[config.mk]
export PLATFORM = sky130hd
export DESIGN_NAME = if_stage
export DESIGN_NICKNAME = d
export VERILOG_FILES = /design/src/rtl/if_stage.sv
export SDC_FILE = /design/constraint.sdc
export NUM_CORES = 1
export LEC_CHECK = 0
export CORE_MARGIN = 5
export CORE_UTILIZATION = 25
export DETAILED_ROUTE_END_ITERATION = 10
export PLACE_DENSITY = 0.59
export SLEW_MARGIN = 10
export SYNTH_ARGS = -nofsm -noshare
export SYNTH_HDL_FRONTEND = slang
export SYNTH_SLANG_ARGS = --single-unit
[constraint.sdc]
create_clock -name clk -period 2.9 [get_ports clk]
set_clock_uncertainty 0.2 [all_clocks]
set_input_delay 0.58 -clock clk [delete_from_list [all_inputs] [get_ports clk]]
set_output_delay 0.58 -clock clk [all_outputs]
set_load 0.03 [all_outputs]
[src/rtl/if_stage.sv]
// Instruction-fetch stage: owns the PC, drives the instruction memory address and
// loads the IF/ID pipeline register, with stall, branch redirect/flush and halt/resume.
module if_stage #(
    parameter logic [15:0] RESET_PC = 16'h0000,
    parameter logic [15:0] NOP_INST = 16'h0000
) (
    input  logic        clk,
    input  logic        rst_n,
    output logic [15:0] imem_addr,
    input  logic [15:0] imem_inst,
    input  logic        stall,
    input  logic        br_taken,
    input  logic [15:0] br_target,
    input  logic        halt,
    input  logic        resume,
    output logic        ifid_valid,
    output logic [15:0] ifid_inst,
    output logic [15:0] ifid_pc,
    output logic [15:0] ifid_pc_plus1,
    output logic [15:0] fetch_count,
    output logic [1:0]  state_dbg
);

    typedef enum logic [1:0] {
        BOOT  = 2'd0,
        RUN   = 2'd1,
        SLEEP = 2'd2
    } state_t;

    state_t      state, state_nxt;
    logic [15:0] pc, pc_nxt;
    logic        valid_nxt;
    logic [15:0] inst_nxt, ifpc_nxt, ifpc1_nxt, count_nxt;

    assign imem_addr = pc;
    assign state_dbg = state;

    always_ff @(posedge clk or negedge rst_n) begin
        if (!rst_n) begin
            state         <= BOOT;
            pc            <= RESET_PC;
            ifid_valid    <= 1'b0;
            ifid_inst     <= NOP_INST;
            ifid_pc       <= 16'h0000;
            ifid_pc_plus1 <= 16'h0000;
            fetch_count   <= 16'h0000;
        end else begin
            state         <= state_nxt;
            pc            <= pc_nxt;
            ifid_valid    <= valid_nxt;
            ifid_inst     <= inst_nxt;
            ifid_pc       <= ifpc_nxt;
            ifid_pc_plus1 <= ifpc1_nxt;
            fetch_count   <= count_nxt;
        end
    end

    // One action per RUN cycle, priority branch > halt > stall > capture.
    always_comb begin
        state_nxt = state;
        pc_nxt    = pc;
        valid_nxt = ifid_valid;
        inst_nxt  = ifid_inst;
        ifpc_nxt  = ifid_pc;
        ifpc1_nxt = ifid_pc_plus1;
        count_nxt = fetch_count;
        case (state)
            BOOT: state_nxt = RUN;
            RUN: begin
                if (br_taken) begin
                    pc_nxt    = br_target;
                    valid_nxt = 1'b0;
                    inst_nxt  = NOP_INST;
                    if (halt) state_nxt = SLEEP;
                end else if (halt) begin
                    valid_nxt = 1'b0;
                    inst_nxt  = NOP_INST;
                    state_nxt = SLEEP;
                end else if (!stall) begin
                    valid_nxt = 1'b1;
                    inst_nxt  = imem_inst;
                    ifpc_nxt  = pc;
                    ifpc1_nxt = pc + 16'd1;
                    pc_nxt    = pc + 16'd1;
                    if (fetch_count != 16'hFFFF) count_nxt = fetch_count + 16'd1;
                end
            end
            SLEEP: begin
                // Redirects are still honoured while asleep so resume fetches the target.
                if (br_taken) pc_nxt = br_target;
                if (resume && !halt) state_nxt = RUN;
            end
            default: state_nxt = BOOT;
        endcase
    end

endmodule

==> out/metrics.csv <==
metric,value,unit
drt_iter0_drc,257,
tns,0,ns
syn2layout_area_growth,45.42,%
final_common_cell,clkdlybuf4s50_1,
avgViaCountPerCell,4.716,
final_area,5720,um^2
async_flop_share,100.0,%
crit_path_start_kind,register,
synth-seq-cells,83,
ant_nets,0,
grt_overflow,0,
final_nets,544,
start_util,25.69,%
synth_edf_count,0,
cts_buffers,9,
hold_viol,0,
ff2ff_setup_slack,0.76,ns
grt_max_degree,56,
synth_fp_nets,427,
cp_data_required_time,2.12,ns
drv_cap,0,
syn_area,3934,um^2
slowest_stage,clkdlybuf4s50_1,
peakVddDrop,0.0005589,V
slew_viol_final,0,
cts_resized,0,
die_w,135.4,um
swShare,41.73,%
path_buf_inv,1,
dp.final_hpwl,8.493,mm
cts_tree,built,
diodes,0,
worstPathCellList,clkdlybuf4s50_1,
outcome,"complete, no violations",
p_int,3.579,mW
period_minus_slack,2.429,ns
yosys_warnings,0,
critPathMaxStageDelay,0.76,ns
cts.sink_count,83,
dpl_cell_area,5394,um^2
fin_crit_sh,83.77,%
drc_errors,0,
whs_endpoint,ifid_pc[12]$_DFFE_PN0P_,
rsz0062_at_grt,no,
relSlewSlack,60.80,%
cp.arrival,1.65,ns
setup_viol,0,
crit_family,buffers and inverters,
pwr_density_cell,1074,nW/um^2
mostFrequentLayoutCells,"clkdlybuf4s50_1 (119), dfrtp_1 (83), nand2_1 (76)",
syn_inst,387,
num_rows,45,
io_pins,121,
worst_slew_pin_slew,0.5866,ns
wl,11.96,mm
power_frac_comb,47.1,%
switching_power,2.563,mW
port_buffers,120,
whs_path_depth,2,
grt_pass1_wl,19.49,mm
path_class,reg2out,
clk_latency,0.34,ns
layout-drive-gt1-share,7.692,%
p_leak,2.443,nW
p_clk_share,20.0,%
grt_usage,13.49,%
hold_start,ifid_pc[12]$_DFFE_PN0P_,
postCtsSetupBuffers,0,
cts.path.max_buffers,2,
timing.rr.end,imem_addr[12]$_DFFE_PN0P_,
drt-pass1-iter-count,4,
vias,3386,
crit_fanout,8,
ys_types,51,
hold_path_class,reg2reg,
cts.clk_slew.worst_paths,0.06,ns
fmax,411.7,MHz
coreArea,15310,um^2
end_kind,output pin,
die_height,135.4,um
reg2reg_from,imem_addr[0]$_DFFE_PN0P_,
grt_pass1_vias,3484,
place.gp.congestion,0.8041,
routedWlPerCell,16.66,um
htreeDepth,3,
die_area,18340,um^2
antenna_found_initial,0,
pwr-share-seq,32.8,%
syn_area_per_cell,10.16,um^2
synth_flop_cell,dfrtp_1,
cts-root-buf,clkbuf_16,
rr_worst_depth,5,
yosysSeqAreaShare,52.80,%
ctsHoldBuffers,1,
==> metal layers <==
layer | up-vias | share of wire (%) | global-route usage, %
li1 | 1607 | - | -
met1 | 1646 | 47 | 18.32
met2 | 124 | 46 | 21.10
met3 | 9 | 6.7 | 4.012
met4 | 0 | 1.0 | 3.415
met5 | - | 0 | 0
==> state kept, by name (all words and copies together), names as in the netlist <==
register	cells
ifid_pc_plus1	16
fetch_count	16
state_dbg	2
imem_addr	16
ifid_inst	16
ifid_valid	1
ifid_pc	16
==> cells in the mapped netlist (2+ instances only) <==
| cell | n | area share [%] |
|---|---|---|
| inv_1 | 9 | 0.86 |
| clkbuf_1 | 10 | 0.95 |
| or3_1 | 3 | 0.48 |
| a22o_1 | 18 | 4.0 |
| mux2_2 | 3 | 0.86 |
| nand3_1 | 17 | 2.2 |
| nand2_1 | 76 | 7.3 |
| nor3_1 | 6 | 0.76 |
| o2bb2a_1 | 2 | 0.51 |
| nor2b_1 | 2 | 0.32 |
| buf_2 | 14 | 1.8 |
| o22a_1 | 3 | 0.67 |
| xor2_1 | 20 | 4.5 |
| a21oi_1 | 20 | 2.5 |
| nor2_2 | 3 | 0.48 |
| nor2_1 | 5 | 0.48 |
| nor4b_2 | 2 | 0.76 |
| nand2b_1 | 3 | 0.48 |
| a31oi_1 | 2 | 0.32 |
| o22ai_1 | 10 | 1.6 |
| nand4_4 | 2 | 1.1 |
| o21ai_0 | 19 | 2.4 |
| xnor2_1 | 5 | 1.1 |
| nor4_1 | 3 | 0.48 |
| ha_1 | 2 | 0.64 |
| dfrtp_1 | 83 | 53 |
| a2bb2oi_1 | 4 | 0.89 |
| o31a_1 | 3 | 0.67 |
| and4_1 | 7 | 1.6 |
| nand4_1 | 10 | 1.6 |
==> logic make-up (layout without fill, tap and decap cells) <==
group	Yosys count	count (layout)	synth area share [%]
flip-flops	83	83	52.80
XOR/XNOR	25	25	5.566
multiplexers	5	5	1.495
AO/OA/AOI/OAI	88	88	15.01
AND/OR/NAND/NOR	150	150	20.80
buffers and inverters	34	154	3.690
adder cells (fa/ha/maj)	2	2	0.6360
==> how the worst max path moves through the flow <==
stage | slack (ns) | cells after the start | startpoint | to
finish | 0.47 | 1 | state_dbg[1]$_DFFE_PN0P_ | state_dbg[1]
global placement | 0.35 | 5 | stall | fetch_count[12]$_DFFE_PN0P_
detailed placement | 0.30 | 5 | stall | fetch_count[12]$_DFFE_PN0P_
floorplan | 0.78 | 5 | fetch_count[0]$_DFFE_PN0P_ | fetch_count[1]$_DFFE_PN0P_
CTS | 0.46 | 1 | state_dbg[1]$_DFFE_PN0P_ | state_dbg[1]
global route | 0.44 | 1 | state_dbg[1]$_DFFE_PN0P_ | state_dbg[1]
==> area by class of cell <==
class	instances	area [um^2]
flip-flops and latches	83	2077
repair buffers	130	1314
well taps	211	264.0
clock inverters	2	60.06
inverters	10	37.54
multi-input cells	270	1712
clock buffers	12	256.5
fillers	1514	9594
==> per-stage QoR <==
step | std cells | util, % | total power, mW | hold WS [ns] | setup slack (ns)
3_3_place_gp | 703 | 35.22 | 4.907 | 0.2660 | 0.3485
4_1_cts | 718 | 37.35 | 6.235 | 0.2762 | 0.4628
5_1_grt | 718 | 37.35 | 6.521 | 0.2997 | 0.4357
3_5_place_dp | 703 | 35.22 | 4.953 | 0.2607 | 0.2957
2_1_floorplan | 387 | - | 3.649 | 0.08441 | 0.7773
6_report | 718 | 37.35 | 6.142 | 0.2734 | 0.4708
==> power by group through the flow <==
stage / Combinational, mW / Sequential [mW] / Clock, mW
final: 2.89 / 2.02 / 1.23
after global routing: 3.11 / 2.09 / 1.32
after CTS: 2.94 / 2.02 / 1.27
after detailed placement: 2.92 / 2.03 / 0
after global placement: 2.88 / 2.02 / 0
after floorplan: 0.927 / 2.72 / 0
(Power assumes the default switching activity.)
